===== src/rtl/fuzz_mix_datapath_if.sv =====
// fuzz_mix_datapath_if: five operand words into the mixing datapath, 350-bit result out
interface fuzz_mix_datapath_if;
  logic [5:0] wire4;
  logic [13:0] wire3;
  logic [2:0] wire2;
  logic [8:0] wire1;
  logic [16:0] wire0;
  logic [349:0] y;
  modport master(output wire4, wire3, wire2, wire1, wire0, input y);
  modport slave(input wire4, wire3, wire2, wire1, wire0, output y);
endinterface


===== src/rtl/fuzz_mix_datapath.sv =====
// fuzz_mix_datapath: registered arithmetic/logic/stateful mixing of five input words into a 350-bit bus
module fuzz_mix_datapath #(
  parameter logic [31:0] LFSR_SEED = 32'h0000_0001
) (
  input logic clk,
  input logic rst_n,
  fuzz_mix_datapath_if.slave bus
);
  logic [16:0] rot, mx, mn, w1z;
  logic [8:0] flags;
  logic [48:0] d1, d2;
  logic [17:0] sum;
  logic signed [20:0] prod, prod_w;
  logic [31:0] acc, lfsr;
  logic [15:0] cnt;
  logic [4:0] pop, pop_w;
  logic [67:0] hist;
  logic [33:0] rot_w;
  always_comb begin
    w1z = {8'b0, bus.wire1};
    rot_w = {bus.wire0, bus.wire0} << bus.wire2;
    prod_w = 21'($signed(bus.wire3)) * 21'($signed({1'b0, bus.wire4}));
    pop_w = '0;
    for (int i = 0; i < 17; i++) pop_w = pop_w + 5'(bus.wire0[i]);
  end
  always_ff @(posedge clk or negedge rst_n) begin
    if (!rst_n) begin
      rot <= '0;
      flags <= '0;
      mx <= '0;
      mn <= '0;
      d1 <= '0;
      d2 <= '0;
      sum <= '0;
      prod <= '0;
      acc <= '0;
      cnt <= '0;
      pop <= '0;
      hist <= '0;
      lfsr <= LFSR_SEED;
    end else begin
      rot <= rot_w[33:17];
      flags <= {bus.wire3[13], bus.wire0 == '0, bus.wire0 > w1z, ^bus.wire0, ^bus.wire1,
                acc[31], &cnt, lfsr[0], bus.wire2 == '0};
      mx <= bus.wire0 > w1z ? bus.wire0 : w1z;
      mn <= bus.wire0 > w1z ? w1z : bus.wire0;
      d1 <= {bus.wire4, bus.wire3, bus.wire2, bus.wire1, bus.wire0};
      d2 <= d1;
      sum <= {1'b0, bus.wire0} + {9'b0, bus.wire1};
      prod <= prod_w;
      acc <= acc + {{18{bus.wire3[13]}}, bus.wire3};
      cnt <= cnt + 16'd1;
      pop <= pop_w;
      hist <= {hist[50:0], bus.wire0 ^ w1z};
      lfsr <= {lfsr[30:0], lfsr[31] ^ lfsr[21] ^ lfsr[1] ^ lfsr[0]};
    end
  end
  assign bus.y = {rot, flags, mx, mn, d2, d1, sum, prod, acc, cnt, pop, hist, lfsr};
endmodule


===== src/flat_wrapper.sv =====
// flat-port wrapper written by rule: the top's interface ports become plain ports
module fuzz_mix_datapath_flat 
#(
  parameter logic [31:0] LFSR_SEED = 32'h0000_0001
)
  (clk, rst_n, bus_wire4, bus_wire3, bus_wire2, bus_wire1, bus_wire0, bus_y);
  fuzz_mix_datapath_if bus_i ();
  input logic clk;
  input logic rst_n;
  input wire logic [$bits(bus_i.wire4)-1:0] bus_wire4;
  input wire logic [$bits(bus_i.wire3)-1:0] bus_wire3;
  input wire logic [$bits(bus_i.wire2)-1:0] bus_wire2;
  input wire logic [$bits(bus_i.wire1)-1:0] bus_wire1;
  input wire logic [$bits(bus_i.wire0)-1:0] bus_wire0;
  output wire logic [$bits(bus_i.y)-1:0] bus_y;
  assign bus_i.wire4 = bus_wire4;
  assign bus_i.wire3 = bus_wire3;
  assign bus_i.wire2 = bus_wire2;
  assign bus_i.wire1 = bus_wire1;
  assign bus_i.wire0 = bus_wire0;
  assign bus_y = bus_i.y;
  fuzz_mix_datapath #(.LFSR_SEED(LFSR_SEED)) u_core (.clk(clk), .rst_n(rst_n), .bus(bus_i));
endmodule

===== config.mk =====
export PLATFORM = sky130hd
export DESIGN_NAME = fuzz_mix_datapath_flat
export DESIGN_NICKNAME = d
export VERILOG_FILES = /design/src/rtl/fuzz_mix_datapath_if.sv /design/src/rtl/fuzz_mix_datapath.sv /design/src/flat_wrapper.sv
export SDC_FILE = /design/constraint.sdc
export NUM_CORES = 1
export LEC_CHECK = 0
export BUFFER_PORTS_ARGS = -buffer_cell sky130_fd_sc_hd__buf_4
export CORE_ASPECT_RATIO = 0.5
export CORE_MARGIN = 2
export CORE_UTILIZATION = 40
export CTS_CLUSTER_SIZE = 12
export DETAILED_ROUTE_END_ITERATION = 7
export PLACE_DENSITY = 0.66
export SLEW_MARGIN = 20
export SYNTH_ARGS = -nofsm -noshare
export SYNTH_HDL_FRONTEND = slang
export SYNTH_SLANG_ARGS = --single-unit
export TNS_END_PERCENT = 5

===== constraint.sdc =====
create_clock -name clk -period 3.55 [get_ports clk]
set_clock_uncertainty 0.2 [all_clocks]
set_input_delay 0.1775 -clock clk [delete_from_list [all_inputs] [get_ports clk]]
set_output_delay 0.1775 -clock clk [all_outputs]
set_load 0.01 [all_outputs]

**Yosys cells after proc, flatten, opt, wreduce, memory -nomap -nowiden**

Index checks and enable logic that the tools add are counted.

- Add/subtract/negate cells: 19
- Multipliers: 1
- Multiplexer cells: 2
- Magnitude comparators: 1
- Reduce and logical (&&, ||, !) cells: 5
- Bitwise logic cells: 4
- Shift-type cells: 1

Operators with widths:

| operator | number |
|---|---|
| adder 5 x 1 -> 5 bit | 15 |
| 2-to-1 mux 17 bit | 2 |
| << shifter 34 x 3 -> 34 bit | 1 |
| adder 32 bit | 1 |
| multiplier 14 x 7 -> 21 bit | 1 |
| adder 17 x 9 -> 18 bit | 1 |
| greater-than comparator 17 x 9 -> 1 bit | 1 |
| zero test 17 bit | 1 |
| XOR reduction 17 bit | 1 |
| XOR 17 x 9 -> 17 bit | 1 |
| adder 16 x 1 -> 16 bit (second input constant) | 1 |
| AND reduction 16 bit | 1 |
| XOR reduction 9 bit | 1 |
| zero test 3 bit | 1 |
| XOR 1 bit | 3 |
| adder 1 x 1 -> 2 bit | 1 |

- Flip-flop bits (word level): 350
- Word-level logic and storage cells: 46
- Input bits: 51

**Logic depth before layout (Yosys ltp)**

- Word-level depth: 16
- Mapped depth: 18
- Depth with buffers taken out: 17

**Least setup slack after synthesis**

No wires, ideal clock.

- Path kind: input to register
- Start: in bus_wire4[2]
- End: reg u_core.prod[20]
- Setup slack: -1.104 ns
- Data required time: 3.270 ns
- Data arrival time: 4.374 ns
- Stages on the path: 17
- Cell sequence: clkbuf_1 and2_1 fa_1 inv_1 fa_1 inv_1 fa_1 inv_1 fa_1 inv_1 ha_1 and2_1 a221o_1 a21o_1 a221o_1 a21oi_1 xnor2_1

- Longest elaborated chain between the ends: 1

RTL lines:

| element | line | text |
|---|---|---|
| from (decl) | flat_wrapper.sv:10 | `input wire logic [$bits(bus_i.wire4)-1:0] bus_wire4;` |
| multiplier 14 x 7 -> 21 bit | fuzz_mix_datapath.sv:22 | `prod_w = 21'($signed(bus.wire3)) * 21'($signed({1'b0, bus.wire4}));` |
| named net u_core.prod_w[20] | fuzz_mix_datapath.sv:13 | `logic signed [20:0] prod, prod_w;` |
| to (signal assigned) | fuzz_mix_datapath.sv:50 | `prod <= prod_w;` |
| to (decl) | fuzz_mix_datapath.sv:13 |  |

The timed path passes the listed nets, and every way through them passes these cells.

**Worst setup path in the final report**

- Start: in bus_wire4[3]
- End: reg u_core.prod[20]

The elaborated chain is that of the path after synthesis.

==> results.cfg <==
[floorplan]
die_w_um = 286
io_pins = 401
fp.coreArea_sq_um = 39100
die_h_um = 145
die_area_sq_um = 41600
rows = 51
start_util = 0.408

[worst_setup_path]
critPathCaptureType = flip-flop
crit_path_max_fanout = 10
path_class = in2reg
slowest_stage = fa_1
arrival_ns = 4.28
startpoint_type = input pin
crit_chain = buf_12, buf_6, and2_4, fa_1, fa_2, fa_1, inv_1, fa_1, inv_2, ha_4, a21o_1, a21o_1, a221o_1, a21o_1, a221o_1, a21oi_2, xnor2_1
cp.required_ns = 3.80
critPathMaxStageDelay_ns = 0.53

[route]
drt_iter0_markers = 554
vias_per_cell = 4.81
routed.top_layer = met4
post_drt_wl_per_cell_um = 17.8
ant_nets = 0
dr_wl_met2_mm = 21.9
drt_pass1_iterations = 5
vias = 11500
wl_met1_mm = 17.4
met3_length_mm = 1.91
routed_wl_mm = 42.5
drcViolationCount = 0

[cells_and_area]
fillers = 3309
layout-drive-gt1-share = 0.333
multi_input_area_sq_um = 7130
layout.nets = 2069
antenna_cells = 0
fin_cells = 2384
areaGrowthSynthToFinish_pct = 37.6
final_area_sq_um = 22000
regArea_sq_um = 8280

[sta]
fin_crit_sh = 1.14
fin_crit_ns = 4.04
final-setup-viol-count = 15
tns_ns = -3.28
slew_viol_final = 0
tightest_slew_ns = 0.692
rsz0062_at_grt = yes
slew_headroom = 0.539
hold_viol_final = 0
postLayoutSetupSlackWorst_ns = -0.485
max_freq_ghz = 0.248
hold_slack_ns = 0.0249

[cts]
cts_setup_buffers = 0
cts-buffers-inserted = 34
clkSinkCount = 331
cts.clk_slew.worst_paths_ns = 0.06
clockRootBuffer = clkbuf_16
clock_latency_ns = 0.53
clockBufferDepth = 3
cts_tree = done
cts-htree-levels = 2

[power]
powerDensity_nw_per_um2 = 630
ir_worst_vdd_v = 0.000345
leakage_nw = 11.0
fin_total_pwr_mw = 13.8

[min_path]
hp-class = in2reg

[logic_synthesis]
ys_types = 63
yosys_warnings = 0
synth_cells = 1293
async_reset_ff_frac = 1.00
synth_edf_count = 0
syn_area_sq_um = 16000
ys_seq_area_frac = 0.519
ys.flop_type = dfrtp_1
ys_ff_latch = 331
synth.avg_cell_area_sq_um = 12.3

[placed_design]
io_buffer_count = 400
postPlaceCellArea_sq_um = 20300
hpwl_mm = 32.7
place_inst = 2277
gp_congestion = 0.921

[grt]
antenna_found_initial = 0
grt_pass1_vias = 11700
grt_max_degree = 88
overflow = 0
grt_pass1_wl_mm = 67.0
grt.total_usage = 0.206

[status]
status = finished with violations
violations = negative setup slack

[job]
maxCapViolations = 0
==> Yosys cell counts (3+ instances only) <==
master       n  share of area
o21ai_0     41          0.013
nor2_1      48          0.011
a21o_1      24          0.011
buf_4       19         0.0089
clkbuf_1    20         0.0047
inv_1      137          0.032
xor2_1      26          0.014
a31oi_1      5         0.0020
a211oi_1     8         0.0038
and2_1      83          0.033
o21bai_1    10         0.0047
nor4_1       3         0.0012
nand3_1     20         0.0063
dfrtp_1    330           0.52
xnor2_1     73          0.040
nor2b_1     10         0.0039
ha_1       109          0.085
fa_1        72          0.090
nand4_1      7         0.0027
a21oi_1     58          0.018
mux2_2       3         0.0021
nor3_1       8         0.0025
buf_2        5         0.0016
and3_1      11         0.0043
mux2i_1     17          0.011
a2111oi_0    3         0.0016
mux4_2      17          0.024
nand2b_1     3         0.0012
o21a_1      10         0.0047
nand2_1     67          0.016
o22ai_1      3         0.0012
==> report_power, final <==
part           total [mW]  internal [mW]  switching, mW  leakage [nW]
registers            4.58           4.34          0.246          3.98
logic                5.90           2.83           3.07          6.55
clock network        3.34           1.84           1.50         0.490
total                13.8           9.01           4.81          11.0
==> per-stage QoR <==
stage / setup slack (ns) / util
5_1_grt: -0.585 / 0.561
4_1_cts: -0.456 / 0.559
2_1_floorplan: -0.764 / -
3_5_place_dp: -1.16 / 0.519
6_report: -0.485 / 0.561
3_3_place_gp: -1.05 / 0.519
==> kinds of logic after synthesis <==
kind of cell,synth area share
XOR/XNOR,0.0543
other,0.000235
adder cells (fa/ha/maj),0.176
flip-flops,0.519
buffers and inverters,0.0477
AO/OA/AOI/OAI,0.0803
AND/OR/NAND/NOR,0.0859
multiplexers,0.0368
==> repair_timing <==
item / in CTS / in global routing
setup endpoints to repair: 11 / 17
gates resized for setup: 16 / 15
pin swaps: 14 / 5
hold buffers: 51 / 3
endpoints found under the hold margin: 249 / 8
==> state kept, by name (all words and copies together) (netlist names) <==
| name | count |
|---|---|
| u_core.sum | 17 |
| u_core.pop | 5 |
| u_core.mn | 17 |
| u_core.prod | 21 |
| u_core.cnt | 16 |
| u_core.d1 | 41 |
| u_core.acc | 32 |
| u_core.d2 | 41 |
| u_core.rot | 17 |
| u_core.flags | 8 |
| u_core.mx | 17 |
| u_core.hist | 68 |
| u_core.lfsr | 31 |
==> routing by layer <==
| metal | vias to the layer above | global-route usage |
|---|---|---|
| li1 | 5368 | - |
| met5 | - | 0 |
| met2 | 293 | 0.355 |
| met3 | 71 | 0.0393 |
| met1 | 5726 | 0.264 |
| met4 | 0 | 0.0620 |
==> worst max-delay path, delay by kind of cell <==
| family | cells | cell delay (ns) |
|---|---|---|
| adder cells (fa/ha/maj) | 5 | 2.22 |
| AO/OA/AOI/OAI | 6 | 1.27 |
| buffers and inverters | 4 | 0.34 |
| AND/OR/NAND/NOR | 1 | 0.15 |
| XOR/XNOR | 1 | 0.14 |
==> cells in the final DEF, fill, tap and decap left out, types with 4 or more instances in the layout <==
| master | count |
|---|---|
| ha_4 | 7 |
| o21a_1 | 10 |
| a21o_1 | 24 |
| nand4_1 | 7 |
| xnor2_1 | 72 |
| fa_1 | 70 |
| inv_1 | 129 |
| xor2_1 | 26 |
| dlygate4sd3_1 | 51 |
| ha_1 | 99 |
| o21bai_1 | 10 |
| nor3_1 | 8 |
| clkbuf_1 | 10 |
| a211oi_2 | 4 |
| and2_4 | 6 |
| a21oi_2 | 4 |
| nor2b_1 | 10 |
| clkbuf_16 | 34 |
| mux2i_1 | 17 |
| nand3_1 | 20 |
| buf_12 | 6 |
| inv_2 | 9 |
| nand2_1 | 66 |
| and3_1 | 11 |
| mux4_2 | 17 |
| and2_1 | 77 |
| a211oi_1 | 6 |
| a21oi_1 | 54 |
| o21ai_0 | 40 |
| nor2_1 | 46 |
| buf_4 | 491 |
| dfrtp_1 | 330 |
==> final cells by class <==
| type | instances | share of cell area |
|---|---|---|
| clock inverters | 6 | 0.00336 |
| flip-flops and latches | 331 | 0.377 |
| clock buffers | 47 | 0.0423 |
| multi-input cells | 781 | 0.325 |
| well taps | 530 | 0.0302 |
| inverters | 138 | 0.0236 |
| repair buffers | 551 | 0.198 |
==> worst paths after layout <==
| path | start | end | slack (ns) | cells after the start |
|---|---|---|---|---|
| max | bus_wire4[3] | u_core.prod[20] | -0.49 | 17 |
| min | bus_wire3[11] | u_core.acc[11] | 0.02 | 4 |
| max reg2reg | u_core.acc[0] | u_core.acc[28] | 0.63 | 10 |
| min reg2reg | u_core.hist[48] | u_core.hist[65] | 0.17 | 0 |
| max in group asynchronous | rst_n | u_core.lfsr[0] | 2.28 | 3 |
| min in group asynchronous | rst_n | u_core.prod[7] | 0.07 | 2 |
(Power assumes the default switching activity.)
